## src/rtl/rr_mux_arbiter_pkg.sv

```systemverilog
// Shared types and helpers for the round-robin mux arbiter.
// Optional packet lock is enabled by defining ARB_PKT_LOCK_EN.
package arb_pkg;

   typedef enum logic {
      ARB_IDLE  = 1'b0,
      ARB_GRANT = 1'b1
   } arb_state_t;

   // Index after idx in a ring of num entries, wrapping num-1 back to 0.
   function automatic int unsigned rr_next_idx(input int unsigned idx, input int unsigned num);
      if (idx >= (num - 32'd1)) begin
         return 32'd0;
      end else begin
         return idx + 32'd1;
      end
   endfunction

endpackage

```

## src/rtl/rr_mux_arbiter_pick.sv

```systemverilog
// Combinational rotated first-one search: lowest index at or after ptr
// (wrapping) whose request bit is set.
module rr_priority_pick
   import arb_pkg::*;
#(
   parameter int NUM_INPUTS = 8,
   localparam int SEL_WIDTH = $clog2(NUM_INPUTS)
) (
   input  logic [NUM_INPUTS-1:0] req,
   input  logic [SEL_WIDTH-1:0]  ptr,
   output logic [SEL_WIDTH-1:0]  idx,
   output logic                  found
);

   int unsigned cand_s;

   // Walk offsets from farthest to nearest so the nearest hit is written last.
   always_comb begin
      idx    = {SEL_WIDTH{1'b0}};
      found  = 1'b0;
      cand_s = 32'd0;
      for (int k = NUM_INPUTS - 1; k >= 0; k--) begin
         cand_s = (32'(ptr) + 32'(k)) % 32'(NUM_INPUTS);
         if (req[cand_s]) begin
            idx   = SEL_WIDTH'(cand_s);
            found = 1'b1;
         end else begin
            found = found;
         end
      end
   end

endmodule

```

## src/rtl/rr_mux_arbiter.sv

```systemverilog
// Round-robin arbiter driving the select of a downstream data mux.
// Define ARB_PKT_LOCK_EN to hold the grant until the packet's LAST beat.
module rr_mux_arbiter
   import arb_pkg::*;
#(
   parameter int NUM_INPUTS = 8,
   localparam int SEL_WIDTH = $clog2(NUM_INPUTS)
) (
   input  logic                  CLK,
   input  logic                  RSTN,
   input  logic [NUM_INPUTS-1:0] REQ_IN,
   input  logic [NUM_INPUTS-1:0] LAST_IN,
   input  logic                  READY_IN,
   output logic                  VALID_OUT,
   output logic [SEL_WIDTH-1:0]  SEL_OUT,
   output logic [NUM_INPUTS-1:0] ACK_OUT
);

   if (NUM_INPUTS < 2) begin : g_bad_num_inputs
      $error("rr_mux_arbiter: NUM_INPUTS must be at least 2");
   end

   arb_state_t              state_r;
   arb_state_t              state_nxt_s;
   logic [SEL_WIDTH-1:0]    sel_r;
   logic [SEL_WIDTH-1:0]    sel_nxt_s;
   logic [SEL_WIDTH-1:0]    ptr_r;
   logic [SEL_WIDTH-1:0]    ptr_nxt_s;
   logic [SEL_WIDTH-1:0]    pick_idx_s;
   logic                    pick_found_s;
   logic                    valid_s;
   logic                    xfer_s;
   logic [NUM_INPUTS-1:0]   ack_s;

   rr_priority_pick #(
      .NUM_INPUTS(NUM_INPUTS)
   ) u_pick (
      .req   (REQ_IN),
      .ptr   (ptr_r),
      .idx   (pick_idx_s),
      .found (pick_found_s)
   );

   // Valid follows the granted request directly so a dropped request is visible at once.
   assign valid_s   = (state_r == ARB_GRANT) && REQ_IN[sel_r];
   assign xfer_s    = valid_s && READY_IN;
   assign VALID_OUT = valid_s;
   assign SEL_OUT   = sel_r;
   assign ACK_OUT   = ack_s;

`ifndef ARB_PKT_LOCK_EN
   logic unused_last_s;
   assign unused_last_s = ^LAST_IN;
`endif

   // One-hot acknowledge to the granted source on the transfer cycle.
   always_comb begin
      ack_s = {NUM_INPUTS{1'b0}};
      if (xfer_s) begin
         ack_s[sel_r] = 1'b1;
      end else begin
         ack_s = {NUM_INPUTS{1'b0}};
      end
   end

   // Next-state, next-select and next-pointer decisions.
   always_comb begin
      state_nxt_s = state_r;
      sel_nxt_s   = sel_r;
      ptr_nxt_s   = ptr_r;
      case (state_r)
         ARB_IDLE: begin
            if (pick_found_s) begin
               sel_nxt_s   = pick_idx_s;
               state_nxt_s = ARB_GRANT;
            end else begin
               state_nxt_s = ARB_IDLE;
            end
         end
         ARB_GRANT: begin
            if (xfer_s) begin
`ifdef ARB_PKT_LOCK_EN
               if (LAST_IN[sel_r]) begin
                  ptr_nxt_s   = SEL_WIDTH'(rr_next_idx(32'(sel_r), 32'(NUM_INPUTS)));
                  state_nxt_s = ARB_IDLE;
               end else begin
                  state_nxt_s = ARB_GRANT;
               end
`else
               ptr_nxt_s   = SEL_WIDTH'(rr_next_idx(32'(sel_r), 32'(NUM_INPUTS)));
               state_nxt_s = ARB_IDLE;
`endif
            end else begin
               state_nxt_s = ARB_GRANT;
            end
         end
         default: begin
            state_nxt_s = ARB_IDLE;
         end
      endcase
   end

   // State, select and round-robin pointer registers.
   always_ff @(posedge CLK or negedge RSTN) begin
      if (!RSTN) begin
         state_r <= ARB_IDLE;
         sel_r   <= {SEL_WIDTH{1'b0}};
         ptr_r   <= {SEL_WIDTH{1'b0}};
      end else begin
         state_r <= state_nxt_s;
         sel_r   <= sel_nxt_s;
         ptr_r   <= ptr_nxt_s;
      end
   end

endmodule

```

## config.mk

```make
export PLATFORM = sky130hd
export DESIGN_NAME = rr_mux_arbiter
export DESIGN_NICKNAME = d
export VERILOG_FILES = /design/src/rtl/rr_mux_arbiter_pkg.sv /design/src/rtl/rr_mux_arbiter_pick.sv /design/src/rtl/rr_mux_arbiter.sv
export SDC_FILE = /design/constraint.sdc
export NUM_CORES = 1
export LEC_CHECK = 0
export CAP_MARGIN = 20
export CORE_MARGIN = 4
export CORE_UTILIZATION = 30
export DETAILED_ROUTE_END_ITERATION = 10
export SYNTH_ARGS = -nofsm -noshare
export SYNTH_HDL_FRONTEND = slang
export SYNTH_SLANG_ARGS = --single-unit
```

## constraint.sdc

```tcl
create_clock -name CLK -period 3.3 [get_ports CLK]
set_clock_uncertainty 0.2 [all_clocks]
set_input_delay 0.495 -clock CLK [delete_from_list [all_inputs] [get_ports CLK]]
set_output_delay 0.495 -clock CLK [all_outputs]
set_load 0.005 [all_outputs]
```

-- Word-level counts from Yosys, hierarchy flattened
Index checks and enable logic that the tools add are counted.
Widths: inputs -> output; s select.
- reduce and logical (&&, ||, !) cells: 5
- muxes and demuxes: 41
- order comparisons: 11
- $add $sub $neg: 8
- bitwise logic cells: 1
- operators with widths (kind ; count):
    $lt 3x4->1 const B ; 9
    $bmux 1 s3 ; 9
    $mux 3 ; 9
    $mux 1 ; 20
    $add 3x3->3 const B ; 4
    $mux 8 ; 1
    $add 3x1->3 const B ; 2
    $add 3x2->3 const B ; 2
    $reduce_and 2->1 ; 2
    $demux 1 s3 ; 1
    $ge 3x1->1 const B ; 1
    $ge 3x3->1 const B ; 1
    $logic_and 1x1->1 ; 3
    $pmux 1 s2 ; 1
    $not 1->1 ; 1
- register bits: 7
- word-level logic and storage cells: 69
- output and inout port bits: 12

-- Depth between registers and ports, before layout
- depth in word-level cells: 13
- depth in mapped cells: 11

-- By module
Synthesis repeated with hierarchy kept, for this count alone.
- cell total of the unflattened synthesis: 154
- area total of the unflattened synthesis: 1395.1 µm²
- by module, submodules not included (module ; area each (µm²) ; times used ; cells an instance):
    rr_priority_pick ; 782.0 ; 1 ; 90
    rr_mux_arbiter ; 613.1 ; 1 ; 64

-- Worst setup path after synthesis
Ideal clock, no wire load.
- path kind: reg-to-reg
- start point: register ptr_r[0]
- end point: register sel_r[2], in the netlist SEL_OUT[2]
- stages on the path, launching flop included: 12
- arrival time: 2366 ps
- clock period less this slack: 2717 ps
- slack: 583 ps
- cells stage by stage: dfrtp_1 > buf_6 > buf_8 > inv_1 > ha_1 > mux4_1 > a21oi_1 > o21ai_0 > nor2_1 > a21oi_1 > o311ai_0 > a41oi_1
- word-level cells in the longest chain between the ends: 12
- elaborated cells on any way between the ends: 40
- those cells by class: 7 x add/sub; 32 x mux; 1 x reduce/logical
- ends and longest elaborated chain (element ; RTL line ; text):
    start, declared ; rr_mux_arbiter.sv:27 ; logic [SEL_WIDTH-1:0] ptr_r;
    start signal, assigned ; rr_mux_arbiter.sv:108 ; ptr_r <= {SEL_WIDTH{1'b0}};
    start signal, assigned ; rr_mux_arbiter.sv:112 ; ptr_r <= ptr_nxt_s;
    $add 3x3->3 ; rr_mux_arbiter_pick.sv:23 ; cand_s = (32'(ptr) + 32'(k)) % 32'(NUM_INPUTS);
    $bmux 1 s3 ; rr_mux_arbiter_pick.sv:24 ; if (req[cand_s]) begin
    $mux 1 (not written as such) ; rr_mux_arbiter_pick.sv:24 ;
    $mux 1 (8 in a row) ; rr_mux_arbiter_pick.sv:24 ;
    $reduce_and 2->1 (no source line) ; - ;
    end signal, assigned ; rr_mux_arbiter.sv:107 ; sel_r <= {SEL_WIDTH{1'b0}};
    end signal, assigned ; rr_mux_arbiter.sv:111 ; sel_r <= sel_nxt_s;
    end, declared ; rr_mux_arbiter.sv:25 ; logic [SEL_WIDTH-1:0] sel_r;
Parallel ways exist; a longest one is shown, timed or not. The select of a mux whose other input is x is not followed.
A chain may end at the register's enable or synchronous reset.

-- Worst setup path in the final report
- start point: input port REQ_IN[3]
- end point: output port ACK_OUT[1]
- word-level cells in the longest chain between the ends: 5
- ends and longest elaborated chain (element ; RTL line ; text):
    start, declared ; rr_mux_arbiter.sv:11 ; input logic [NUM_INPUTS-1:0] REQ_IN,
    $bmux 1 s3 ; rr_mux_arbiter.sv:45 ; assign valid_s = (state_r == ARB_GRANT) && REQ_IN[sel_r];
    $mux 1 (not written as such) ; rr_mux_arbiter.sv:45 ;
    $logic_and 1x1->1 ; rr_mux_arbiter.sv:45 ;
    $logic_and 1x1->1 ; rr_mux_arbiter.sv:46 ; assign xfer_s = valid_s && READY_IN;
    $mux 8 ; rr_mux_arbiter.sv:59 ; if (xfer_s) begin
    end, declared ; rr_mux_arbiter.sv:16 ; output logic [NUM_INPUTS-1:0] ACK_OUT
Every way passes these cells. The select of a mux whose other input is x is not followed.

==> flow_summary.ini <==
[global_route]
grt_usage = 0.146
grt_overflow = 0
grt_max_degree = 17
grt_pass1_wl_mm = 6.40
first_global_vias = 1312
antenna_found_initial = 0

[floorplanning]
ios = 31
fp.coreArea_sq_um = 4090
initial_utilization = 0.316
dieArea_sq_um = 5420
die_y_microns = 73.6
num_rows = 23
die_w_microns = 73.6

[route]
wl_mm = 3.71
vias_per_cell = 5.92
vias = 1397
firstDrtPassIters = 4
postRouteAntennaNets = 0
drc = 0
wire_per_inst_microns = 15.7
drtIter0Drc = 170

[sta]
tightest_slew_ps = 575
final_hold_viol_count = 0
maxSlewHeadroom = 0.605
fmax_mhz = 318
rsz0062_at_grt = false
finalSetupViolCount = 0
tns_ps = 0
finalMaxSlewViolations = 0
period_minus_slack_ps = 3140
period_share = 0.952

[setup_path]
arrival_ps = 2450
timing.rr.start = ptr_r[1]
path_common_cell = clkdlybuf4s50_1
cpPeakStageDelay_ps = 530
cp_slowest_cell = clkdlybuf4s50_1
r2r_slack_ps = 250
r2r_cells = 9
cp_max_fo = 4
crit_type = primary input to output pin
endpoint_kind = output pin
cp_top_family = buffers and inverters
critPathRequiredTime_ps = 2600
start_kind = primary input
worst-path-buf-inv = 3
reg2reg_to = SEL_OUT[2]
crit_chain = clkdlybuf4s50_1 > mux4_2 > mux2i_1 > nor2b_1 > buf_4 > nand3_1 > nor3_2 > clkdlybuf4s50_1

[clock_tree]
clk_latency_ps = 230
clock_path_buffers = 2
cts_buffers = 3
clkTransAtPathRegs_ps = 40
cts_tree = yes
cts-root-buf = clkbuf_8
clkSinkCount = 7
cts_max_level = 1
postCtsSetupBuffers = 0

[synthesis]
avgSynthCellArea_sq_um = 8.49
ys_warn_count = 0
syn_area_sq_um = 1290
synth_area_leaders = dfrtp_1, mux2i_1, mux4_2, mux4_1, nand2_1
synthCells = 152
synth_top_area_frac = 0.136
synth.net_count = 175
synth_cell_types = 47
yosysTopAreaCell = dfrtp_1
synth_seq_cells = 7
synth_seq_area_share = 0.136

[final_layout]
diodes = 0
seq_area_sq_um = 175
fill_cells = 402
drive_above_1_share = 0.194
area_growth_pct = 31.9
nNetsFinal = 210
multi_input_area_sq_um = 1040
final_cell_mix = nand2_1, clkdlybuf4s50_1, buf_4, nor2_1, mux2i_1

[run_status]
status = complete, no violations

[pwr]
power_mw = 1.75
vdd_drop_max_mv = 0.284
power_density_nw_per_um2 = 1030
leakage_nw = 0.751

[placed_design]
gp_congestion = 0.939
dp_hpwl_mm = 3.01
io_buffers = 22

[flow_run]
cap_violations = 0

[hold_path]
hold_path_class = primary input to asynchronous set/reset pin
[logic make-up after synthesis]
logic type | share of synthesized area
flops | 0.136
compound gates | 0.239
mux | 0.312
simple gates | 0.184
buf+inv | 0.0630
fa+ha+maj | 0.0388
xor+xnor | 0.0271
[metal layers]
layer / vias to the layer above / global-route usage / routed length, microns
li1: 655 / - / -
met1: 685 / 0.214 / 1640
met2: 53 / 0.235 / 1860
met3: 4 / 0.0246 / 205
met4: 0 / 0.0101 / 11
met5: - / 0 / 0
[repair_timing]
action | 4_1_cts | 5_1_grt
hold buffers | 0 | 0
hold endpoints to repair | 0 | 0
setup endpoints to repair | 0 | 5
resized for setup | 0 | 5
[per-stage QoR]
| stage | setup slack, ps | utilization | instances | hold slack, ps | instance area (sq um) |
|---|---|---|---|---|---|
| 2_1_floorplan | 583 | - | 152 | -0.591 | 1290 |
| 3_3_place_gp | 88.4 | 0.402 | 232 | 375 | 1640 |
| 3_5_place_dp | 92.8 | 0.402 | 232 | 349 | 1640 |
| 4_1_cts | 62.5 | 0.413 | 236 | 332 | 1690 |
| 5_1_grt | 11.7 | 0.417 | 236 | 350 | 1700 |
| 6_report | 158 | 0.417 | 236 | 320 | 1700 |
[synthesized netlist by cell type (all sizes together)]
cell type and n:
nand2 18, nor2 15, mux2i 14, o21ai 11, mux4 9, dfrtp 7
a21oi 6, inv 6, nand3 6, buf 5, clkbuf 4, ha 4
mux2 4, o221ai 4, a21boi 3, a31oi 3, and2 3, o311ai 3
o31ai 3, a221oi 2, a41oi 2, and3 2, nand2b 2, nor3 2
o21a 2, xnor2 2, xor2 2, a211oi 1, a21o 1, a22oi 1
and3b 1, nand3b 1, nor2b 1, o211ai 1, or2 1
[flip-flops by register name, indices dropped and copies added (netlist names)]
| name | count |
|---|---|
| ptr_r | 3 |
| SEL_OUT | 3 |
| state_r | 1 |
[power breakdown]
part | switching, mW | leakage, nW | internal (mW)
clock network | 0.0364 | 0.0228 | 0.0835
logic | 0.753 | 0.646 | 0.657
registers | 0.0877 | 0.0821 | 0.128
total | 0.877 | 0.751 | 0.869
[layout make-up]
type | count | area share
Sequential cell | 7 | 0.103
Tap cell | 50 | 0.0367
Timing Repair Buffer | 39 | 0.210
Inverter | 6 | 0.0132
Multi-Input combinational cell | 130 | 0.611
Clock buffer | 4 | 0.0265
[worst max path at each step]
stage | start | endpoint | slack (ps) | depth (start not counted)
floorplan | ptr_r[0] | SEL_OUT[2] | 580 | 11
finish | REQ_IN[3] | ACK_OUT[1] | 160 | 8
CTS | REQ_IN[3] | ACK_OUT[0] | 60 | 8
global placement | REQ_IN[3] | ACK_OUT[0] | 90 | 8
global route | REQ_IN[3] | ACK_OUT[1] | 10 | 8
detailed placement | REQ_IN[3] | ACK_OUT[0] | 90 | 8
Power figures use the tool's default switching activity.
